### src/rtl/regfile_pkg.sv
// regfile_pkg: shared constants for the register file and its scoreboard
package regfile_pkg;
    localparam int DEF_DATA_W = 32;
    localparam int DEF_ADDR_W = 5;
    localparam int REG_ZERO   = 0;
endpackage

### src/rtl/regfile_sb_popcount.sv
// regfile_sb_popcount: combinational population count of an N-bit vector
module regfile_sb_popcount #(
    parameter int N = 32
) (
    input  logic [N-1:0]             v,
    output logic [$clog2(N+1)-1:0]   cnt
);
    localparam int W = $clog2(N + 1);
    always_comb begin
        cnt = '0;
        for (int i = 0; i < N; i++) cnt = cnt + W'(v[i]);
    end
endmodule

### src/rtl/regfile_sb.sv
// regfile_sb: 2R/1W register file with busy-bit scoreboard and optional write bypass
module regfile_sb
    import regfile_pkg::*;
#(
    parameter int DATA_W = DEF_DATA_W,
    parameter int ADDR_W = DEF_ADDR_W,
    parameter bit BYPASS = 1'b1
) (
    input  logic              clk,
    input  logic              rst,
    input  logic              we,
    input  logic [ADDR_W-1:0] RW,
    input  logic [DATA_W-1:0] busW,
    input  logic [ADDR_W-1:0] RA,
    input  logic [ADDR_W-1:0] RB,
    output logic [DATA_W-1:0] busA,
    output logic [DATA_W-1:0] busB,
    input  logic              iss_valid,
    input  logic [ADDR_W-1:0] iss_rd,
    output logic              busyA,
    output logic              busyB,
    output logic [ADDR_W:0]   pend_cnt
);
    localparam int DEPTH = 2 ** ADDR_W;
    localparam logic [ADDR_W-1:0] ZERO = ADDR_W'(REG_ZERO);
    logic [DATA_W-1:0] regs [DEPTH];
    logic [DEPTH-1:0]  busy, busy_nxt;
    logic [ADDR_W:0]   cnt_nxt;
    logic              wr, iss, hit_a, hit_b;
    assign wr  = we && RW != ZERO;
    assign iss = iss_valid && iss_rd != ZERO;
    // issue is applied after the write clear so a new producer wins
    always_comb begin
        busy_nxt = busy;
        if (wr) busy_nxt[RW] = 1'b0;
        if (iss) busy_nxt[iss_rd] = 1'b1;
        busy_nxt[ZERO] = 1'b0;
        if (rst) busy_nxt = '0;
    end
    regfile_sb_popcount #(.N(DEPTH)) u_pop (.v(busy_nxt), .cnt(cnt_nxt));
    always_ff @(posedge clk) begin
        busy     <= busy_nxt;
        pend_cnt <= cnt_nxt;
        if (rst) begin
            for (int i = 0; i < DEPTH; i++) regs[i] <= '0;
        end else if (wr) begin
            regs[RW] <= busW;
        end
    end
    assign hit_a = BYPASS && we && RW == RA;
    assign hit_b = BYPASS && we && RW == RB;
    assign busA  = RA == ZERO ? '0 : hit_a ? busW : regs[RA];
    assign busB  = RB == ZERO ? '0 : hit_b ? busW : regs[RB];
    assign busyA = RA == ZERO ? 1'b0 : hit_a ? 1'b0 : busy[RA];
    assign busyB = RB == ZERO ? 1'b0 : hit_b ? 1'b0 : busy[RB];
endmodule
### config.mk
export PLATFORM = sky130hd
export DESIGN_NAME = regfile_sb
export DESIGN_NICKNAME = d
export VERILOG_FILES = /design/src/rtl/regfile_pkg.sv /design/src/rtl/regfile_sb_popcount.sv /design/src/rtl/regfile_sb.sv
export SDC_FILE = /design/constraint.sdc
export NUM_CORES = 2
export LEC_CHECK = 0
export CORE_ASPECT_RATIO = 1.2
export CORE_MARGIN = 3
export CORE_UTILIZATION = 50
export CTS_BUF_LIST = sky130_fd_sc_hd__clkbuf_4 sky130_fd_sc_hd__clkbuf_8
export DETAILED_ROUTE_END_ITERATION = 6
export MAX_ROUTING_LAYER = met4
export PLACE_DENSITY_LB_ADDON = 0.08
export SLEW_MARGIN = 20
export SYNTH_ARGS = -nofsm -noshare
export SYNTH_HDL_FRONTEND = slang
export SYNTH_SLANG_ARGS = --single-unit
### constraint.sdc
create_clock -name clk -period 14.3 [get_ports clk]
set_input_delay 2.86 -clock clk [delete_from_list [all_inputs] [get_ports clk]]
set_output_delay 2.86 -clock clk [all_outputs]
set_load 0.005 [all_outputs]
# [Word level (Yosys, flattened, before mapping)]
# Memory sizes are Yosys's and may differ from the RTL's.
# Cells that the tools add are included.
[totals] input_bits=56 mem_bits_rw=1024 mem_count=1 output_inout_bits=72 register_bits=38 wordCells=83
[op_classes] n_bitwise=3 n_eq_ne=2 n_lt_le_gt_ge=6 reduce_logical=11 n_mux=27 n_addsub=31
[mem_list] name="regs" words=32 width=32 rd=2 rd_clocked_by_memory_dff=0 write_ports=32 line="regfile_sb.sv:26" rtl="logic [DATA_W-1:0] regs [DEPTH];"
[ops] operator="32-bit 2-to-1 mux" count=8
[ops] operator="6-bit by 1-bit adder with 6-bit output" count=30
[ops] operator="32-bit AND" count=1
[ops] operator="32-bit inverter" count=1
[ops] operator="32-bit OR" count=1
[ops] operator="32-bit OR reduction" count=1
[ops] operator="5-bit by 6-bit less-than comparator with 1-bit output (second input constant)" count=4
[ops] operator="1-bit 2-to-1 mux" count=14
[ops] operator="1-bit binary-select mux with 5-bit select" count=2
[ops] operator="1-bit demux with 5-bit select" count=2
[ops] operator="5-bit == test" count=2
[ops] operator="5-bit by 1-bit greater-or-equal comparator with 1-bit output (second input constant)" count=2
[ops] operator="5-bit logical NOT" count=2
[ops] operator="5-bit nonzero test" count=2
[ops] operator="1-bit logical AND" count=6
[ops] operator="5-bit 2-to-1 mux" count=1
[ops] operator="1-bit by 1-bit adder with 2-bit output" count=1

# [Depth between registers and ports, before layout]
[depth] word_depth=41 mapped_depth=22 mapped_depth_nobuf=21

# [Hierarchy]
# From an unflattened synthesis, not the netlist that was laid out.
[unflattened] hier_cells=3880 area_unflattened_um2=57807.9
[modules_own_cells] module="regfile_sb" seq_area_each_um2=31490.2 instances=1 cells_per_inst=3790 area_per_inst_um2=56924.6
[modules_own_cells] module="regfile_sb_popcount" seq_area_each_um2=0.0 instances=1 cells_per_inst=90 area_per_inst_um2=883.3

# [Worst setup path before layout]
# Ideal clock, no wire load.
[synth_timing] kind="input to register" start="in RW[2]" end="reg pend_cnt[4]" stages=15 path_slack_ns=4.970 setup_ns=0.072 path_buffers=1 required_ns=14.228 arrival_ns=9.258 cell_sequence="buf_2 nor2b_1 nand2_1 o21ai_0 o21ai_0 fa_1 inv_1 fa_1 inv_1 fa_1 fa_1 fa_1 a21o_1 a21oi_1 xnor2_1"
[synth_between] elab_cells_between_ends=44 cone_classes="add/sub: 31; order compare: 2; mux: 5; bitwise: 3; reduce/logical: 3"
[synth_rtl] element="start: declaration" line="regfile_sb.sv:12" rtl="input logic [ADDR_W-1:0] RW,"
[synth_rtl] element="5-bit by 6-bit less-than comparator with 1-bit output (not written as such) / 5-bit by 1-bit greater-or-equal comparator with 1-bit output (equally long branches)" line="regfile_sb.sv:35" rtl="if (wr) busy_nxt[RW] = 1'b0;"
[synth_rtl] element="1-bit logical AND (not written as such)" line="regfile_sb.sv:35"
[synth_rtl] element="1-bit 2-to-1 mux (not written as such)" line="regfile_sb.sv:35"
[synth_rtl] element="1-bit demux with 5-bit select" line="regfile_sb.sv:35"
[synth_rtl] element="32-bit inverter (no line)"
[synth_rtl] element="32-bit AND (no line)"
[synth_rtl] element="32-bit 2-to-1 mux (*)" line="regfile_sb.sv:35"
[synth_rtl] element="32-bit OR (no line)"
[synth_rtl] element="32-bit 2-to-1 mux (*)" line="regfile_sb.sv:36" rtl="if (iss) busy_nxt[iss_rd] = 1'b1;"
[synth_rtl] element="32-bit 2-to-1 mux (*)" line="regfile_sb.sv:38" rtl="if (rst) busy_nxt = '0;"
[synth_rtl] element="net busy_nxt[23]" line="regfile_sb.sv:27" rtl="logic [DEPTH-1:0] busy, busy_nxt;"
[synth_rtl] element="6-bit by 1-bit adder with 6-bit output (*) (9 in series)" line="regfile_sb_popcount.sv:11" rtl="for (int i = 0; i < N; i++) cnt = cnt + W'(v[i]);"
[synth_rtl] element="net cnt_nxt[4]" line="regfile_sb.sv:28" rtl="logic [ADDR_W:0] cnt_nxt;"
[synth_rtl] element="end signal: assignment" line="regfile_sb.sv:43" rtl="pend_cnt <= cnt_nxt;"
[synth_rtl] element="end: declaration" line="regfile_sb.sv:22" rtl="output logic [ADDR_W:0] pend_cnt"
# The timed path passes the listed nets; every way through them passes the cells marked *.

# [Final worst setup path]
[layout_timing] start="in RA[0]" end="out busA[17]"
[layout_between] elab_chain_cells=4 elab_cells_between_ends=6 cone_classes="eq/ne: 1; mux: 2; reduce/logical: 2; memory: 1"
[layout_lines] element="start: declaration" line="regfile_sb.sv:14" rtl="input logic [ADDR_W-1:0] RA,"
[layout_lines] element="branches (longest 3 deep; another with memory 32 x 32 bit)"
[layout_lines] element="32-bit 2-to-1 mux (*)" line="regfile_sb.sv:52" rtl="assign busA = RA == ZERO ? '0 : hit_a ? busW : regs[RA];"
[layout_lines] element="end: declaration" line="regfile_sb.sv:16" rtl="output logic [DATA_W-1:0] busA,"
# Every way passes the cells marked *.

==> results by group <==
Run status
  – Outcome: complete, no violations

Timing
  – Final Cycle Share: 0.681
  – Worst Clk Skew: 0.0157 ns
  – Worst slew pin tran: 1.19 ns
  – Final setup vio count: 0
  – Setup ws final: 4.56 ns
  – Final hold vios: 0
  – RSZ-0062 raised after global routing: no
  – Final min period: 9.74 ns
  – Slew margin rel.: 0.200
  – Total Neg Setup Slack: 0 ns
  – Maximum clock rate: 0.103 GHz
  – Slew Viols, Final: 0

Cells and area
  – Final Non-Filler Cells: 5,639
  – End-of-flow core utilization: 0.562
  – Final non-filler cell area: 63,900 sq um
  – Layout Nets: 4,061
  – Layout cells sized above 1: 0.245
  – Area grow syn2layout: 10.8%

Placed design
  – Hpwl dp: 121,000 microns
  – Placed Cells incl. Taps: 5,307
  – RD Place Congestion: 0.852
  – Placed cell area: 60,500 sq um
  – Port bufs: 127
  – Setup slack at placement: 4.54 ns

Critical path
  – Worst stage delay on the critical path: 0.61 ns
  – Data arrival time of the critical path: 6.88 ns
  – Critical path class: in2out
  – CP max stage cell: buf_12
  – CP Launch Type: input port
  – CP required: 11.44 ns
  – CP max FO: 89
  – CP endpoint kind: primary output
  – Most used cell, CP: buf_12
  – CP Cell Sequence: buf_8 -> buf_12 -> buf_12 -> mux4_2 -> o22a_1 -> nand4_1 -> nor3b_1 -> nor3_1 -> clkdlybuf4s50_1

Power and ir drop
  – Worst vdd ir: 0.000104 V
  – Power per cell area: 115 nW/um^2
  – Net Sw Power: 1960 uW
  – Switching part of the total: 0.265
  – Seq pwr share: 0.497
  – Int Pwr: 5430 uW
  – Comb pwr share: 0.138
  – Pleak: 0.0222 uW
  – Clock power share: 0.366

Yosys
  – Number of distinct library cells after synthesis: 65
  – EDFF count, synth: 1,024
  – Post-Synthesis Cells: 3,916
  – Main synth FF type: edfxtp_1
  – Mapped Area: 57,700 sq um
  – Sequential cell area fraction in the yosys report: 0.546
  – Ys async rst share: 0
  – Synthesized area per cell: 14.7 sq um
  – Synth Register Bits: 1,061
  – Synth warnings: 0

GRT
  – GRT Residual Overflow: 0
  – Gr usage total: 0.381
  – Number of global-route vias before repair: 39,000
  – Largest net degree at the start of global routing: 99
  – Global-route wire length before repair: 303,000 microns
  – Initial antenna violation count: 19

Detailed routing
  – DRC Markers: 0
  – WL/cell: 38.6 microns
  – DR iter-0 viols: 5,692
  – Antenna-violating nets left: 0
  – Final wirelength: 218,000 microns
  – Vias/cell: 6.87
  – Detailed Routing Iterations Pass 1: 5
  – Vias post-DR: 38,800

Clocking
  – CTS tree: yes
  – Clk sink count: 1,061
  – Post-CTS setup buffer count: 0
  – Post_cts resized: 0
  – Clk slew on worst S/H paths: 0.06 ns
  – CTS hold repair buffers: 0
  – TritonCTS Buffers: 173
  – Insertion delay to the later sink of the worst-skew pair: 0.90 ns
  – Clock Tree Root: clkbuf_8
  – H-tree depth: 4
  – Clk buf depth: 3

Die
  – Core Region: 114,000 sq um
  – Die W: 316 microns
  – Die H: 378 microns
  – Die ar.: 119,000 sq um
  – Initial Util: 0.507
  – # IOs: 128
  – Row cnt: 135

Job
  – Max Cap Viol: 0

Min path
  – Worst hold path type: reg2reg
## power groups by stage
stage | registers (uW) | logic [uW] | clock network, uW
4_1_cts | 3660 | 1000 | 2720
5_1_grt | 3680 | 1040 | 2850
3_3_place_gp | 3720 | 1000 | 0
6_report | 3670 | 1020 | 2700
3_5_place_dp | 3730 | 998 | 0
2_1_floorplan | 3690 | 585 | 0
## metal layers
| metal | vias up | share of wire | track usage |
|---|---|---|---|
| li1 | 15100 | - | - |
| met1 | 20100 | 0.35 | 0.468 |
| met2 | 2796 | 0.48 | 0.589 |
| met3 | 721 | 0.10 | 0.0764 |
| met4 | 0 | 0.065 | 0.224 |
| met5 | - | 0 | - |
## stage by stage
stage | hold WS, ns | power, uW
6_report | 0.520 | 7380
2_1_floorplan | 0.465 | 4280
4_1_cts | 0.517 | 7380
3_3_place_gp | 0.490 | 4720
5_1_grt | 0.572 | 7580
3_5_place_dp | 0.507 | 4720
## Yosys cell counts (14+ instances only)
cell	count	area [sq um]
a211oi_1	65	488
a21oi_1	49	245
clkbuf_1	265	995
buf_6	15	169
mux4_2	508	11400
a22oi_1	60	450
nand2_1	71	267
nand3_1	39	195
buf_1	17	63.8
o22ai_1	59	369
nor2b_1	14	87.6
nor3_1	51	255
nor2_1	83	312
o21ai_0	18	90.1
mux2i_1	136	1360
buf_2	80	400
a221o_1	31	310
dfxtp_1	37	741
and2_1	1022	6390
buf_4	21	158
inv_1	70	263
edfxtp_1	1024	30700
fa_1	23	460
a22o_1	34	298
## registers in the layout (all words and copies together), names as in the netlist
name	cells
regs	1024
busy	31
pend_cnt	6
## worst paths after layout
check	startpoint	end	slack, ns	cells after the start
max reg2reg	busy[2]$_DFF_P_	pend_cnt[4]$_DFF_P_	9.12	15
max	RA[0]	busA[17]	4.56	9
min reg2reg	busy[15]$_DFF_P_	busy[15]$_DFF_P_	0.52	2
min	busy[15]$_DFF_P_	busy[15]$_DFF_P_	0.52	2
## cell usage in the layout (no fill, tap or decap), types with 32 or more instances in the layout
cell type           n
a22o_1             34
mux4_2            508
clkbuf_4           61
dfxtp_1            37
conb_1             32
mux2i_1           136
o22ai_1            59
and2_1           1021
nand2_1            64
a211oi_1           65
edfxtp_1         1024
a22oi_1            60
a21oi_1            49
clkinv_1           44
nor2_1             52
nor3_1             49
inv_1              52
clkdlybuf4s50_1   112
clkbuf_8          183
buf_4             129
nand3_1            39
## critical path, delay by kind of cell
kind                   cells  cell delay [ns]
muxes                      1             0.61
buffers and inverters      4             2.08
and+or+nand+nor            3             0.78
AOI/OAI and AO/OA          1             0.28
## cell families (layout without fill, tap and decap cells)
family / Yosys count / in the layout / synth area share
AO/OA/AOI/OAI: 362 / 362 / 0.0458
buffers and inverters: 478 / 643 / 0.0379
adder cells (fa/ha/maj): 30 / 30 / 0.00950
multiplexers: 647 / 647 / 0.223
XOR/XNOR: 13 / 13 / 0.00197
flip-flops: 1061 / 1061 / 0.546
other: 1 / 52 / 0.0000650
AND/OR/NAND/NOR: 1324 / 1324 / 0.136
## cell type report
cell class	count	area (sq um)
clock buffers	244	2980
flip-flops and latches	1061	31500
inverters	72	275
fillers	9044	49700
repair buffers	259	2320
clock inverters	68	429
diodes	20	50.0
well taps	1507	1890
multi-input cells	2408	24500
Note: power is estimated with default switching activity, not from simulation.
